--- src/rtl/irq_request_gen_pkg.sv ---
// Shared types and defaults for the interrupt request generator.
// Channel FSM encoding is fixed so waveforms read the same across builds.
package irq_request_gen_pkg;

    typedef enum logic [1:0] {
        ST_IDLE = 2'd0,
        ST_REQ  = 2'd1,
        ST_GAP  = 2'd2
    } ch_state_e;

    localparam int N_CH_DEF       = 6;
    localparam int CNT_W_DEF      = 4;
    localparam int GAP_CYCLES_DEF = 2;

endpackage

--- src/rtl/irq_request_gen_channel.sv ---
// One interrupt channel: request FSM, pending-event counter, low-gap timer
// and sticky overflow flag. Events arrive already edge-detected.
module irq_channel
    import irq_request_gen_pkg::*;
#(
    parameter int CNT_W      = CNT_W_DEF,
    parameter int GAP_CYCLES = GAP_CYCLES_DEF
) (
    input  logic clk,
    input  logic rst_n,
    input  logic ev_i,
    input  logic fin_i,
    input  logic ovf_clr_i,
    output logic req_o,
    output logic busy_o,
    output logic ovf_o
);

    localparam int GAP_W = (GAP_CYCLES < 2) ? 1 : $clog2(GAP_CYCLES);
    localparam logic [CNT_W-1:0] CNT_MAX  = {CNT_W{1'b1}};
    localparam logic [GAP_W-1:0] GAP_LOAD = GAP_W'(GAP_CYCLES - 1);

    ch_state_e        state_q;
    logic [CNT_W-1:0] cnt_q;
    logic [GAP_W-1:0] gap_ctr_q;
    logic             req_q;
    logic             busy_q;
    logic             ovf_q;

    logic             cnt_full;
    logic [CNT_W-1:0] cnt_sat_inc;
    logic             ovf_set;

    // NOTE: every signal driven here gets a value on every path, so no latch is inferred.
    always_comb begin
        cnt_full    = (cnt_q == CNT_MAX);
        cnt_sat_inc = cnt_full ? cnt_q : cnt_q + 1'b1;
        // An event that coincides with a finish nets to zero and is never an overflow.
        ovf_set     = ev_i && cnt_full && !((state_q == ST_REQ) && fin_i);
    end

    // NOTE: sequential state uses non-blocking assignments only; reset is asynchronous.
    always_ff @(posedge clk or negedge rst_n) begin
        if (!rst_n) begin
            state_q   <= ST_IDLE;
            cnt_q     <= '0;
            gap_ctr_q <= '0;
            req_q     <= 1'b0;
            busy_q    <= 1'b0;
            ovf_q     <= 1'b0;
        end else begin
            case (state_q)
                ST_IDLE: begin
                    if (ev_i) begin
                        cnt_q   <= CNT_W'(1);
                        state_q <= ST_REQ;
                        req_q   <= 1'b1;
                        busy_q  <= 1'b1;
                    end
                end
                ST_REQ: begin
                    if (fin_i) begin
                        req_q <= 1'b0;
                        if ((cnt_q == CNT_W'(1)) && !ev_i) begin
                            cnt_q   <= '0;
                            state_q <= ST_IDLE;
                            busy_q  <= 1'b0;
                        end else begin
                            cnt_q     <= ev_i ? cnt_q : cnt_q - 1'b1;
                            gap_ctr_q <= GAP_LOAD;
                            state_q   <= ST_GAP;
                        end
                    end else if (ev_i) begin
                        cnt_q <= cnt_sat_inc;
                    end
                end
                ST_GAP: begin
                    if (ev_i) begin
                        cnt_q <= cnt_sat_inc;
                    end
                    if (gap_ctr_q == '0) begin
                        state_q <= ST_REQ;
                        req_q   <= 1'b1;
                    end else begin
                        gap_ctr_q <= gap_ctr_q - 1'b1;
                    end
                end
                default: begin
                    state_q <= ST_IDLE;
                    req_q   <= 1'b0;
                    busy_q  <= 1'b0;
                end
            endcase

            if (ovf_set) begin
                ovf_q <= 1'b1;
            end else if (ovf_clr_i) begin
                ovf_q <= 1'b0;
            end
        end
    end

    assign req_o  = req_q;
    assign busy_o = busy_q;
    assign ovf_o  = ovf_q;

endmodule

--- src/rtl/irq_request_gen.sv ---
// Turns raw peripheral event lines into held interrupt requests, one
// independent channel per line, released by the controller's finish pulse.
module irq_request_gen
    import irq_request_gen_pkg::*;
#(
    parameter int N_CH       = N_CH_DEF,
    parameter int CNT_W      = CNT_W_DEF,
    parameter int GAP_CYCLES = GAP_CYCLES_DEF
) (
    input  logic            clk,
    input  logic            rst_n,
    input  logic [N_CH-1:0] event_i,
    input  logic [N_CH-1:0] int_fin_i,
    input  logic            ovf_clr_i,
    output logic [N_CH-1:0] int_req_o,
    output logic [N_CH-1:0] ovf_o,
    output logic            busy_o
);

    logic [N_CH-1:0] event_q;
    logic [N_CH-1:0] ev;
    logic [N_CH-1:0] busy_vec;

    always_ff @(posedge clk or negedge rst_n) begin
        if (!rst_n) begin
            event_q <= '0;
        end else begin
            event_q <= event_i;
        end
    end

    // A level held high produces a single event on its rising edge.
    assign ev = event_i & ~event_q;

    for (genvar i = 0; i < N_CH; i++) begin : g_ch
        irq_channel #(
            .CNT_W      (CNT_W),
            .GAP_CYCLES (GAP_CYCLES)
        ) u_ch (
            .clk       (clk),
            .rst_n     (rst_n),
            .ev_i      (ev[i]),
            .fin_i     (int_fin_i[i]),
            .ovf_clr_i (ovf_clr_i),
            .req_o     (int_req_o[i]),
            .busy_o    (busy_vec[i]),
            .ovf_o     (ovf_o[i])
        );
    end

    assign busy_o = |busy_vec;

endmodule
--- config.mk ---
export PLATFORM = sky130hd
export DESIGN_NAME = irq_request_gen
export DESIGN_NICKNAME = d
export VERILOG_FILES = /design/src/rtl/irq_request_gen_pkg.sv /design/src/rtl/irq_request_gen_channel.sv /design/src/rtl/irq_request_gen.sv
export SDC_FILE = /design/constraint.sdc
export NUM_CORES = 1
export LEC_CHECK = 0
export ABC_CLOCK_PERIOD_IN_PS = 2250
export BUFFER_PORTS_ARGS = -buffer_cell sky130_fd_sc_hd__buf_2
export CORE_ASPECT_RATIO = 0.5
export CORE_MARGIN = 10
export CORE_UTILIZATION = 62
export CTS_CLUSTER_DIAMETER = 200
export DETAILED_ROUTE_END_ITERATION = 6
export PLACE_DENSITY = 0.79
export SLEW_MARGIN = 20
export SYNTH_ARGS = -nofsm -noshare
export SYNTH_HDL_FRONTEND = slang
export SYNTH_SLANG_ARGS = --single-unit
--- constraint.sdc ---
create_clock -name clk -period 2.25 [get_ports clk]
set_input_delay 0.45 -clock clk [delete_from_list [all_inputs] [get_ports clk]]
set_output_delay 0.45 -clock clk [all_outputs]
set_load 0.005 [all_outputs]
=== After elaboration in Yosys (flattened, before gate mapping) ===
Index checks and enable logic that the tools add are counted.

* Register bits after elaboration: 66
* Input port bits: 15
* Output and inout bits: 13
* Word-level logic and storage cells: 353

* $add $sub $neg: 18
* Equality and inequality tests: 60
* Multiplexer cells: 145
* Bitwise logic cells: 8
* Reductions and logical operators: 85

{| class="wikitable"
|+ Operators by type and width
! operator !! number
|-
| 4-bit two-way mux || 36
|-
| 4-bit one-hot mux with 3 select lines || 6
|-
| 2-bit inequality test (second input constant) || 30
|-
| 1-bit two-way mux || 55
|-
| 3-bit AND reduction || 18
|-
| 2-bit two-way mux || 24
|-
| 1-bit one-hot mux with 3 select lines || 12
|-
| 2-bit one-hot mux with 3 select lines || 6
|-
| 4-bit by 1-bit adder with 4-bit output (second input constant) || 6
|-
| 4-bit by 1-bit == test with 1-bit output (second input constant) || 6
|-
| 4-bit == test (second input constant) || 6
|-
| 1-bit logical AND || 24
|-
| 4-bit inequality test (second input constant) || 6
|-
| 4-bit AND reduction || 6
|-
| 2-bit nonzero test || 12
|-
| 4-bit by 1-bit subtractor with 4-bit output (second input constant) || 6
|-
| 3-bit nonzero test || 6
|-
| 2-bit by 1-bit == test with 1-bit output (second input constant) || 6
|-
| 2-bit == test (second input constant) || 6
|-
| 1-bit zero test || 12
|-
| 2-bit zero test || 6
|-
| 1-bit one-hot mux with 2 select lines || 6
|-
| 6-bit bitwise AND || 1
|-
| 1-bit NOT || 6
|-
| other kinds (3) || 8
|}

=== Longest topological paths before layout ===
Gate-level depths: netlist of the first run.

* Depth in word-level cells: 7
* Mapped depth: 7
* Gate-level depth less buffers: 6

=== Modules after synthesis ===
A second synthesis of the first run with hierarchy kept.

* Cell total of the unflattened synthesis: 483
* Area total of the unflattened synthesis: 4660.7 µm²

{| class="wikitable"
|+ Modules (own cells, without submodules)
! module !! instances !! cells an instance !! area an instance (µm²) !! sequential area each (µm²)
|-
| irq_channel || 6 || 78 || 743.2 || 250.2
|-
| irq_request_gen || 1 || 15 || 201.4 || 150.1
|}

=== Least setup slack after synthesis of the first run ===
Ideal clock, no wire load.

* Path kind: register to register
* Start point: register g_ch[0].u_ch.state_q[1]
* End point: register g_ch[0].u_ch.cnt_q[2]
* Library setup time: 0.122 ns
* Data arrival time: 1.572 ns
* Required time: 2.128 ns
* Slack: 0.556 ns
* Cell stages (with the launch flop): 7
* Buffers on the path: 0
* Period minus slack after synthesis: 1.694 ns
* Cell sequence: dfrtp_1 -> inv_1 -> ha_1 -> and4b_1 -> a211oi_1 -> o21ai_0 -> a32o_1

* Cells in the longest elaborated chain, start to end: 3
* Elaborated cells between the ends (all ways): 8
* Classes of those cells: eq/ne (4); mux (1); reduce/logical (3)

{| class="wikitable"
|+ Ends and longest elaborated chain
! item !! line !! source
|-
| start: declaration || irq_request_gen_channel.sv:23 || <nowiki>ch_state_e state_q;</nowiki>
|-
| start signal: assignment || irq_request_gen_channel.sv:45 || <nowiki>state_q <= ST_IDLE;</nowiki>
|-
| start signal: assignment || irq_request_gen_channel.sv:56 || <nowiki>state_q <= ST_REQ;</nowiki>
|-
| start signal: assignment || irq_request_gen_channel.sv:66 || <nowiki>state_q <= ST_IDLE;</nowiki>
|-
| 2-bit by 1-bit == test with 1-bit output (tied with other cells) || irq_request_gen_channel.sv:52 || <nowiki>case (state_q)</nowiki>
|-
| 4-bit inequality test (no line) (tied with other cells) || - ||
|-
| 3-bit AND reduction (no line) || - ||
|-
| end signal: assignment || irq_request_gen_channel.sv:69 || <nowiki>cnt_q <= ev_i ? cnt_q : cnt_q - 1'b1;</nowiki>
|-
| end signal: assignment || irq_request_gen_channel.sv:74 || <nowiki>cnt_q <= cnt_sat_inc;</nowiki>
|-
| end signal: assignment || irq_request_gen_channel.sv:79 || <nowiki>cnt_q <= cnt_sat_inc;</nowiki>
|-
| end: declaration || irq_request_gen_channel.sv:24 || <nowiki>logic [CNT_W-1:0] cnt_q;</nowiki>
|}

Parallel ways exist; a longest one is shown, timed or not.
A chain may end at the register's enable or synchronous reset.

=== Worst setup path after layout of the first run ===
* Start point: register g_ch[1].u_ch.state_q[1]
* End point: register g_ch[1].u_ch.cnt_q[3]

* Cells in the longest elaborated chain, start to end: 3
* Elaborated cells between the ends (all ways): 8
* Classes of those cells: eq/ne (4); mux (1); reduce/logical (3)

{| class="wikitable"
|+ Ends and longest elaborated chain
! item !! line
|-
| start: declaration || irq_request_gen_channel.sv:23
|-
| start signal: assignment || irq_request_gen_channel.sv:45
|-
| start signal: assignment || irq_request_gen_channel.sv:56
|-
| start signal: assignment || irq_request_gen_channel.sv:66
|-
| 2-bit by 1-bit == test with 1-bit output (tied with other cells) || irq_request_gen_channel.sv:52
|-
| 4-bit inequality test (no line) (tied with other cells) || -
|-
| 3-bit AND reduction (no line) || -
|-
| end signal: assignment || irq_request_gen_channel.sv:69
|-
| end signal: assignment || irq_request_gen_channel.sv:74
|-
| end signal: assignment || irq_request_gen_channel.sv:79
|-
| end: declaration || irq_request_gen_channel.sv:24
|}

Parallel ways exist; a longest one is shown, timed or not.

==> results.md, run 1 <==
- Status: completed
- Post-Syn Nets: roughly 560
- Final Cell Area: ~0.0050 mm2
- Clock Path Buffers: 2
- Antenna Nets Post-Route: 0
- # DRC: 0
- Clock transition at path regs: approximately 0.050 ns
- TritonCTS clock tree: built
- YS warnings: 0
- Starting Density: 0.658
- Final setup viols: 0
- Main synth FF type: dfrtp_1
- Post-synthesis cell count: 500
- DRT Wirelength: 10000 um
- Die ar.: 0.0114 mm2
- Root Buffer: clkbuf_16
- Area Growth Syn to Fin: 9.43%
- Register bit total from synthesis: 65
- Initial antenna violation count: 0
- Mapped Area: approximately 0.0045 mm2
- Post-CTS Setup Inserts: 0
- Period minus WS final: about 2 ns
- Antenna cell count: 0
- FMAX: approximately 500 MHz
- Row cnt: 21
- Rel. slew slack: 0.576
- First-pass GRT wire length: 17200 um
- Max Slew Vio Count: 0
- Placed Instances: between 500 and 600
- RD Place Congestion: a little over 0.9
- Area of the core: 0.00691 mm2
- Skew-Pair Late Insertion Delay: 0.33 ns
- Pin count of the biggest net entering global routing: 66
- Ys async rst share: 1.00
- CP max FO: 5
- Worst r2r src: g_ch[1].u_ch.state_q[1]$_DFFE_PN0P_
- Sequential area share after synthesis: 0.358
- Final Power: about 6.7 mW
- Clk sink count: 65
- Library cells used by synthesis: 58
- H-tree Lvls: 3
- Final period util: 0.906
- Fin Hold WS: between 0.1 and 0.15 ns
- Worst setup SP type: register
- Final hold violations: 0
- I/O pin cnt: 28
- Slew @ Worst Pin: approximately 0.63 ns
- Worst Setup SP: g_ch[1].u_ch.state_q[1]$_DFFE_PN0P_
- Via-to-Cell Ratio: 6.36
- Vias: 3903
- RSZ-0062 raised after global routing: false
- Die Y: 80.6 um
- Dpl hpwl: about 6900 um
- Placed inst area: 0.00467 mm2
- TNS Setup: 0 ns
- Layout cells sized above 1: 0.103
- Peak VDD IR: between 0.0008 and 0.0009 V
- Fin cells: between 600 and 700
- Leakage: ~2.2 nW
- Place WS: between 0.2 and 0.3 ns
- Worst setup margin: 0.211 ns
- Final Util: 0.720
- Critical path type: register to register
- Post-CTS Resized: 0
- Max-Cap Viols: 0
- Vias in the first global route: between 3000 and 4000
- Final Skew: between 0.005 and 0.006 ns
- 1st-pass router iterations: 6
- Power per cell area: ~1300 mW/mm2
- 1st-iter DRT viols: ~280
- Drt wl/cell: around 16 um
- Hold Path Class: input port to asynchronous set/reset pin
- Crit path required time: around 2.5 ns
- Nets: 574
- Cts-stage hold buffer count: 0
- Chip width: approximately 140 um
- Critical Path AT: about 2.3 ns
- Number of I/O port buffers: 27
- Grt ovf: 0
- Overall routing resource usage: 0.179
- Mapped Avg Cell Area: 9.10 um2
- EDFF count, synth: 0
- CTS Buf Count: 9
- Setup crit end kind: register
## where the power goes
part / internal (mW) / total, mW / switching (mW)
Clock: 0.946 / 1.43 / 0.486
Sequential: 1.56 / 2.02 / 0.454
Combinational: 1.41 / 3.26 / 1.85
## worst paths after layout
kind                            slack [ns]  depth (start not counted)                             endpoint
min in group clk                      0.25                          1                 event_q[4]$_DFF_PN0_
worst max register to register        0.21                          6    g_ch[1].u_ch.cnt_q[3]$_DFFE_PN0P_
worst min register to register        0.47                          2       g_ch[5].u_ch.req_o$_DFFE_PN0P_
worst max-delay path                  0.21                          6    g_ch[1].u_ch.cnt_q[3]$_DFFE_PN0P_
worst min-delay path                  0.12                          2  g_ch[2].u_ch.state_q[1]$_DFFE_PN0P_
max in group asynchronous             1.84                          2    g_ch[3].u_ch.cnt_q[0]$_DFFE_PN0P_
## placed cells by master, fill, tap and decap left out, types with 4 or more instances in the layout
cell type  count
buf_2         27
clkbuf_16      9
ha_1          42
a211o_1        6
a211oi_1       4
o311ai_1       4
nor3_1         6
inv_1         50
o32ai_1       10
o22ai_1       13
a32oi_1        4
nand2b_1      18
a21oi_1       22
o21ai_0       23
nor2b_1       12
nand3_1       11
a32o_1         6
or4_1          5
a31oi_1       12
a2bb2oi_1     10
and4b_1        8
or3_1          4
o22a_1         4
nand2_1       42
o211ai_1       4
dfrtp_1       65
nor2_1        28
a221o_1        5
o31ai_1       12
## critical path: stages (launching register included)
cell and delay (ns):
dfrtp_1 0.40, inv_1 0.08, ha_1 0.24, and4b_1 0.22, a211oi_1 0.53, o21ai_0 0.21, a32o_1 0.24
## synthesized netlist by cell type, types with 5 or more instances
master	n	share of area
or4_1	5	0.0083
o31ai_1	12	0.020
nor2_1	28	0.023
o21ai_0	23	0.025
a21oi_1	22	0.024
dfrtp_1	65	0.36
and4b_1	8	0.018
nand2_1	42	0.035
nor2b_1	12	0.017
a32o_1	6	0.013
a211o_1	6	0.012
nand2b_1	18	0.025
a31oi_1	12	0.017
o32ai_1	10	0.019
buf_4	12	0.020
nor3_1	6	0.0066
nand3_1	11	0.012
inv_1	50	0.041
a2bb2oi_1	10	0.019
ha_1	42	0.12
a221o_1	5	0.011
o22ai_1	13	0.018
## kinds of logic (layout without fill, tap and decap cells)
| logic type | count (synthesis) | in the layout | share of synthesized area |
|---|---|---|---|
| adder cells (fa/ha/maj) | 42 | 42 | 0.116 |
| buffers and inverters | 74 | 96 | 0.0776 |
| AND/OR/NAND/NOR | 156 | 156 | 0.185 |
| AO/OA/AOI/OAI | 161 | 161 | 0.260 |
| multiplexers | 2 | 2 | 0.00440 |
| flip-flops | 65 | 65 | 0.358 |
## layout make-up
type | instances | area (um2)
Multi-Input combinational cell | 361 | 2570
Fill cell | 532 | 1930
Inverter | 50 | 188
Tap cell | 92 | 115
Timing Repair Buffer | 30 | 170
Sequential cell | 65 | 1630
Clock buffer | 14 | 274
Clock inverter | 2 | 35.0
## flip-flops by register name, indices dropped and copies added, names as in the netlist
name and flops:
event_q 6, g_ch.u_ch.ovf_o 6, g_ch.u_ch.busy_o 6, g_ch.u_ch.req_o 6
g_ch.u_ch.cnt_q 24, g_ch.u_ch.gap_ctr_q 6, g_ch.u_ch.state_q 11
## metal layers
layer	GRT usage	wire, um	vias to the layer above
met5	0	0	-
met4	0.0533	90	0
met3	0.0546	747	13
met2	0.282	4580	152
met1	0.231	4630	1866
li1	-	-	1872
No activity file was read; power rests on OpenSTA's default activity.
==> run 2: changes to the inputs <==
Settings changed: SYNTH_HIERARCHICAL set to 1.
==> results.md, run 2 <==
- Max-Cap Viols: 0 (unchanged)
- Synth cell count leaders: dfrtp_1, nand2_1, ha_1 (was dfrtp_1, inv_1, ha_1, nand2_1, nor2_1)
- Commonest non-fill, non-tap cells in the layout: dfrtp_1, nand2_1, ha_1 (was dfrtp_1, inv_1, nand2_1, ha_1, nor2_1)
- Final hold violations: 0 (unchanged)
- Layout fillers: 530 (was 532)
- Ys async rst share: 1.00 (unchanged)
- Switching power: 3.06 mW (was 2.79 mW)
- Post-CTS Setup Inserts: 0 (unchanged)
- Fraction of post-synthesis cell area in the top cell type by area: 0.354 (was 0.358)
- Library cells used by synthesis: 37 (was 58)
- Area Growth Syn to Fin: 13.8% (was 9.43%)
- Area contributors post-synth: dfrtp_1, ha_1, nand2_1 (was dfrtp_1, ha_1, inv_1)
- RD Place Congestion: 0.939 (was 0.909)
- Sequential area share after synthesis: 0.354 (was 0.358)
- Sw frac: 0.413 (was 0.416)
- Max FFs per register: 24 (unchanged)
- Slew @ Worst Pin: 0.384 ns (was 0.633 ns)
- Clock transition at path regs: 0.05 ns (about the same)
- Die ar.: 0.0116 mm2 (was 0.0114 mm2)
- Antenna Nets Post-Route: 0 (unchanged)
- Layout cells sized above 1: 0.176 (was 0.103)
- Int Power: 4.36 mW (was 3.91 mW)
- # DRC: 0 (unchanged)
- Post-Syn Nets: 540 (was 557)
- Vias in the first global route: 3741 (was 3644)
- Status: completed (unchanged)
- 1st-iter DRT viols: 201 (was 275)
- Cts-stage hold buffer count: 0 (unchanged)
- Mapped Avg Cell Area: 9.65 um2 (was 9.10 um2)
- Post-CTS Resized: 0 (unchanged)
- Most numerous cell in the Yosys netlist: dfrtp_1 (unchanged)
- Biggest regs: g_ch.u_ch/cnt_q: 24 flops, g_ch.u_ch/state_q: 12 flops (was g_ch.u_ch.cnt_q: 24 flops, g_ch.u_ch.state_q: 11 flops)
- Post-synthesis mux area share: 0.0145 (was 0.00440)
- Hold Path Class: input port to asynchronous set/reset pin (unchanged)
- Post-synthesis cell count: 483 (was 500)
- Largest family of logic cells by synthesized area: compound AO/OA/AOI/OAI gates (unchanged)
- Final setup viols: 0 (unchanged)
- Final Skew: 0.00715 ns (was 0.00566 ns)
- Power per cell area: 1400 mW/mm2 (was 1350 mW/mm2)
- Skew-Pair Late Insertion Delay: 0.33 ns (about the same)
- 1st-pass router iterations: 5 (was 6)
- RSZ-0062 raised after global routing: false (unchanged)
- Most common cell after layout, fill and taps aside: dfrtp_1 (unchanged)
- Max Slew Vio Count: 0 (unchanged)
- Reg2reg path depth: 6 (unchanged)
- Setup crit end kind: register (unchanged)
- Post-Synth Simple-Gate Area: 0.214 (was 0.185)
- Crit path required time: 2.51 ns (was 2.47 ns)
- Overall routing resource usage: 0.184 (was 0.179)
- YS warnings: 6 (was 0)
- Pin count of the biggest net entering global routing: 67 (was 66)
- Initial antenna violation count: 0 (unchanged)
- Starting Density: 0.637 (was 0.658)
- Row cnt: 22 (was 21)
- Combinational Power Share: 0.506 (was 0.486)
- Critical path type: register to register (unchanged)
- H-tree Lvls: 3 (unchanged)
- R2r setup slk: 0.26 ns (was 0.21 ns)
- Placed Instances: 602 (was 598)
- EDFF count, synth: 0 (unchanged)
- FMAX: 503 MHz (was 490 MHz)
- First-pass GRT wire length: 17600 um (was 17200 um)
- Sequential Power Share: 0.270 (was 0.301)
- Period minus WS final: 1.99 ns (was 2.04 ns)
- Final period util: 0.883 (was 0.906)
- Leakage: 2.33 nW (was 2.25 nW)
- Clock power frac: 0.224 (was 0.214)
- Clk sink count: 66 (was 65)
- CTS Buf Count: 9 (unchanged)
- Area of the core: 0.00732 mm2 (was 0.00691 mm2)
- Clock Path Buffers: 2 (unchanged)
- Main synth FF type: dfrtp_1 (unchanged)
- TNS Setup: 0 ns (unchanged)
- Critical Path AT: 2.25 ns (was 2.26 ns)
- I/O pin cnt: 28 (unchanged)
- Dpl hpwl: 6990 um (was 6950 um)
- Antenna cell count: 0 (unchanged)
- Grt ovf: 0 (unchanged)
- Chip width: 143 um (was 141 um)
- TritonCTS clock tree: built (unchanged)
- Register bit total from synthesis: 66 (was 65)
- XOR/XNOR Fraction of Synth Area: 0 (unchanged)
- Compound-Gate Fraction of Synth Area: 0.258 (was 0.260)
- CP max FO: 8 (was 5)
- Mapped Area: 0.00466 mm2 (was 0.00455 mm2)
- Die Y: 81.3 um (was 80.6 um)
- Vias: 3898 (was 3903)
- Number of I/O port buffers: 27 (unchanged)
- RR Endpoint: g_ch[4].u_ch/cnt_q[2]$_DFFE_PN0P_ (was g_ch[1].u_ch.cnt_q[3]$_DFFE_PN0P_)
- Root Buffer: clkbuf_16 (unchanged)
- Synth area leader: dfrtp_1 (unchanged)
- Worst setup SP type: register (unchanged)
- Peak VDD IR: 0.000645 V (was 0.000810 V)
- DRT Wirelength: 10500 um (was 10000 um)
- Fin cells: 618 (was 614)
- Via-to-Cell Ratio: 6.31 (was 6.36)
- Worst r2r src: g_ch[4].u_ch/state_q[1]$_DFFE_PN0P_ (was g_ch[1].u_ch.state_q[1]$_DFFE_PN0P_)
- Rel. slew slack: 0.744 (was 0.576)
- Nets: 574 (unchanged)
- Largest register by flop count: g_ch.u_ch/cnt_q (was g_ch.u_ch.cnt_q)
- Drt wl/cell: 16.9 um (was 16.4 um)
- Synth Area in Adders: 0.113 (was 0.116)
## run 2: cell count changes after synthesis, moves of 9 or more
cell | previous run | this run
buf_2 | 3 | 12
and3_1 | 3 | 12
a31o_1 | 0 | 12
buf_4 | 12 | 0
o2111ai_1 | 0 | 12
nand2_1 | 42 | 61
nor2_1 | 28 | 13
a2bb2oi_1 | 10 | 0
o21ai_0 | 23 | 14
inv_1 | 50 | 36
nand4_1 | 2 | 12
## run 2: per-stage QoR
| step | setup WS, ns | hold slack [ns] | power, mW | utilization | cell area (um2) |
|---|---|---|---|---|---|
| 3_3_place_gp | 0.372 | 0.467 | 5.58 | 0.676 | 4950 |
| 6_report | 0.264 | 0.120 | 7.42 | 0.725 | 5310 |
| 4_1_cts | 0.262 | 0.147 | 7.43 | 0.725 | 5310 |
| 5_1_grt | 0.140 | 0.154 | 7.98 | 0.725 | 5310 |
| 3_5_place_dp | 0.312 | 0.470 | 5.66 | 0.676 | 4950 |
| 2_1_floorplan | 0.473 | 0.154 | 4.76 | - | 4660 |
## run 2: area by class of cell
| class | count | area [um2] | area share |
|---|---|---|---|
| clock buffers | 12 | 256 | 0.0483 |
| repair buffers | 41 | 253 | 0.0476 |
| flip-flops and latches | 66 | 1650 | 0.311 |
| inverters | 36 | 135 | 0.0255 |
| clock inverters | 4 | 97.6 | 0.0184 |
| multi-input cells | 363 | 2790 | 0.526 |
| well taps | 96 | 120 | 0.0226 |
## run 2: worst max path at each step
stage	end	slack, ns	from	cells after the start
floorplan	g_ch[0].u_ch/cnt_q[3]$_DFFE_PN0P_	0.47	g_ch[0].u_ch/state_q[1]$_DFFE_PN0P_	6
global placement	g_ch[2].u_ch/cnt_q[3]$_DFFE_PN0P_	0.37	event_i[2]	7
detailed placement	g_ch[2].u_ch/cnt_q[3]$_DFFE_PN0P_	0.31	event_i[2]	7
CTS	g_ch[4].u_ch/cnt_q[2]$_DFFE_PN0P_	0.26	g_ch[4].u_ch/state_q[1]$_DFFE_PN0P_	6
global route	g_ch[4].u_ch/cnt_q[2]$_DFFE_PN0P_	0.14	g_ch[4].u_ch/state_q[1]$_DFFE_PN0P_	6
finish	g_ch[4].u_ch/cnt_q[2]$_DFFE_PN0P_	0.26	g_ch[4].u_ch/state_q[1]$_DFFE_PN0P_	6
## run 2: per-layer routing
layer  routed length [um]  part of all wire  global-route usage
met5                    0                 0                   0
met4                   75            0.0072              0.0552
met3                  635             0.061              0.0501
met2                 5040              0.48               0.315
met1                 4710              0.45               0.226
## run 2: worst max-delay path: stages (launching register included)
cell,delay (ns)
dfrtp_1,0.42
inv_1,0.09
ha_1,0.35
nor2b_2,0.41
nor2_4,0.09
o32ai_1,0.34
a32o_1,0.21
## run 2: cell families (layout without fill, tap and decap cells)
family / count (synthesis) / after routing
AND/OR/NAND/NOR: 171 / 171
AO/OA/AOI/OAI: 144 / 144
flip-flops: 66 / 66
buffers and inverters: 54 / 93
adder cells (fa/ha/maj): 42 / 42
multiplexers: 6 / 6
## run 2: power groups by stage
stage	Combinational (mW)	Sequential (mW)	Clock, mW
detailed placement	3.66	2.01	0
global route	4.17	2.08	1.73
CTS	3.75	2.00	1.69
global placement	3.58	2.00	0
finish	3.76	2.01	1.66
floorplan	2.85	1.92	0
==> run 3: changes to the inputs <==
Settings changed: RECOVER_POWER set to 50.
==> results.md, run 3 (same netlist as run 2, synthesis figures left out) <==
- Max-Cap Viols: 1 (was 0)
- Root Buffer: clkbuf_16 (unchanged)
- Slew @ Worst Pin: 1.64 ns (was 0.384 ns)
- Failing checks: max-capacitance violations, max-slew violations
- Initial antenna violation count: 0 (unchanged)
- Layout cells sized above 1: 0.172 (was 0.176)
- Area of the core: 0.00732 mm2 (unchanged)
- Die Y: 81.3 um (unchanged)
- Slowest library cell on the worst path: dfrtp_1 (unchanged)
- CTS Buf Count: 9 (unchanged)
- Vias in the first global route: 3741 (unchanged)
- Setup crit end kind: register (unchanged)
- Biggest regs: g_ch.u_ch/cnt_q: 24 flops, g_ch.u_ch/state_q: 12 flops (unchanged)
- R2r setup slk: 0.26 ns (about the same)
- H-tree Lvls: 3 (unchanged)
- Die ar.: 0.0116 mm2 (unchanged)
- Clk sink count: 66 (unchanged)
- CP peak stage delay: 0.42 ns (about the same)
- Nets: 574 (unchanged)
- 1st-pass router iterations: 5 (unchanged)
- I/O pin cnt: 28 (unchanged)
- Status: complete, but fails checks (was completed)
- Post-CTS Setup Inserts: 0 (unchanged)
- Antenna cell count: 0 (unchanged)
- Top layer in use: met4 (unchanged)
- Commonest non-fill, non-tap cells in the layout: dfrtp_1, nand2_1, ha_1 (unchanged)
- First-pass GRT wire length: 17600 um (unchanged)
- Starting Density: 0.637 (unchanged)
- Clock power frac: 0.224 (about the same)
- Area Growth Syn to Fin: 13.4% (was 13.8%)
- Cts-stage hold buffer count: 0 (unchanged)
- Period minus WS final: 1.99 ns (about the same)
- # DRC: 0 (unchanged)
- Largest register by flop count: g_ch.u_ch/cnt_q (unchanged)
- Final period util: 0.882 (was 0.883)
- Sw frac: 0.412 (was 0.413)
- FMAX: 504 MHz (was 503 MHz)
- Combinational Power Share: 0.506 (about the same)
- Met2 Wirelength: 5020 um (was 5040 um)
- Max FFs per register: 24 (unchanged)
- Final hold violations: 0 (unchanged)
- Clock Path Buffers: 2 (unchanged)
- Sequential Power Share: 0.271 (was 0.270)
- Post-CTS Resized: 0 (unchanged)
- Final Skew: 0.00716 ns (was 0.00715 ns)
- Number of I/O port buffers: 27 (unchanged)
- Met3 Routed Length: 674 um (was 635 um)
- Leakage: 2.32 nW (was 2.33 nW)
- TritonCTS clock tree: built (unchanged)
- Hold Path Class: input port to register (was input port to asynchronous set/reset pin)
- Peak VDD IR: 0.000642 V (was 0.000645 V)
- Skew-Pair Late Insertion Delay: 0.33 ns (about the same)
- Most common cell after layout, fill and taps aside: dfrtp_1 (unchanged)
- Row cnt: 22 (unchanged)
- RD Place Congestion: 0.939 (unchanged)
- Critical path type: register to register (unchanged)
- Chip width: 143 um (unchanged)
- Power per cell area: 1400 mW/mm2 (about the same)
- Dpl hpwl: 6990 um (unchanged)
- Overall routing resource usage: 0.184 (unchanged)
- Crit-path cells: inv_1 -> ha_1 -> nor2b_2 -> nor2_4 -> o32ai_1 -> a32o_1 (unchanged)
- Antenna Nets Post-Route: 0 (unchanged)
- CP max FO: 8 (unchanged)
- Crit path required time: 2.51 ns (about the same)
- Worst setup SP type: register (unchanged)
- RSZ-0062 raised after global routing: false (unchanged)
- 1st-iter DRT viols: 203 (was 201)
- Final setup viols: 0 (unchanged)
- Vias: 3873 (was 3898)
- Int Power: 4.36 mW (about the same)
- Grt ovf: 0 (unchanged)
- WL met1: 4690 um (was 4710 um)
- Drt wl/cell: 16.9 um (about the same)
- Via-to-Cell Ratio: 6.27 (was 6.31)
- TNS Setup: 0 ns (unchanged)
- Switching power: 3.06 mW (about the same)
- Final Power: 7.41 mW (was 7.42 mW)
- Max Slew Vio Count: 67 (was 0)
- Critical Path AT: 2.25 ns (about the same)
- DRT Wirelength: 10400 um (was 10500 um)
- Rel. slew slack: -0.0950 (was 0.744)
- Pin count of the biggest net entering global routing: 67 (unchanged)
- Clock transition at path regs: 0.06 ns (was 0.05 ns)
[run 3: worst max-delay path: cells and delay by family, from the launching register on]
kind | cells | cell delay [ns]
buf+inv | 1 | 0.09
compound gates | 2 | 0.55
flops | 1 | 0.42
fa+ha+maj | 1 | 0.35
simple gates | 2 | 0.50
[run 3: per-stage QoR]
stage / worst slack (ns) / cells / hold WS, ns / util / cell area (um2)
6_report: 0.265 / 618 / 0.233 / 0.722 / 5290
5_1_grt: 0.140 / 618 / 0.228 / 0.722 / 5290
4_1_cts: 0.262 / 618 / 0.147 / 0.725 / 5310
3_5_place_dp: 0.312 / 602 / 0.470 / 0.676 / 4950
3_3_place_gp: 0.372 / 602 / 0.467 / 0.676 / 4950
2_1_floorplan: 0.473 / 483 / 0.154 / - / 4660
[run 3: layout make-up]
| type | count | area (um2) |
|---|---|---|
| tap | 96 | 120 |
| clock inverter | 4 | 97.6 |
| clock buffer | 12 | 256 |
| sequential | 66 | 1650 |
| timing repair buffer | 41 | 235 |
| multi-input combinational | 363 | 2790 |
| fill | 532 | 2030 |
| inverter | 36 | 135 |
[run 3: power groups by stage]
| stage | Clock [mW] | Combinational, mW | Sequential (mW) |
|---|---|---|---|
| after floorplan | 0 | 2.85 | 1.92 |
| after global placement | 0 | 3.58 | 2.00 |
| after detailed placement | 0 | 3.66 | 2.01 |
| after CTS | 1.69 | 3.75 | 2.00 |
| after global routing | 1.73 | 4.16 | 2.08 |
| final | 1.66 | 3.75 | 2.01 |
[run 3: path summary, 6_finish.rpt]
path                                                     startpoint                                end  cells after the start
worst min register to register       g_ch[0].u_ch/req_o$_DFFE_PN0P_     g_ch[0].u_ch/req_o$_DFFE_PN0P_                      2
max in group asynchronous                                     rst_n  g_ch[2].u_ch/cnt_q[1]$_DFFE_PN0P_                      2
worst min-delay path                                     event_i[4]               event_q[4]$_DFF_PN0_                      1
worst max register to register  g_ch[4].u_ch/state_q[1]$_DFFE_PN0P_  g_ch[4].u_ch/cnt_q[2]$_DFFE_PN0P_                      6
min in group asynchronous                                     rst_n  g_ch[3].u_ch/cnt_q[2]$_DFFE_PN0P_                      2
worst max-delay path            g_ch[4].u_ch/state_q[1]$_DFFE_PN0P_  g_ch[4].u_ch/cnt_q[2]$_DFFE_PN0P_                      6
[run 3: routing by layer]
layer,GRT usage,up-vias
met5,0,-
met3,0.0501,8
met2,0.315,130
li1,-,1879
met1,0.226,1856
met4,0.0552,0
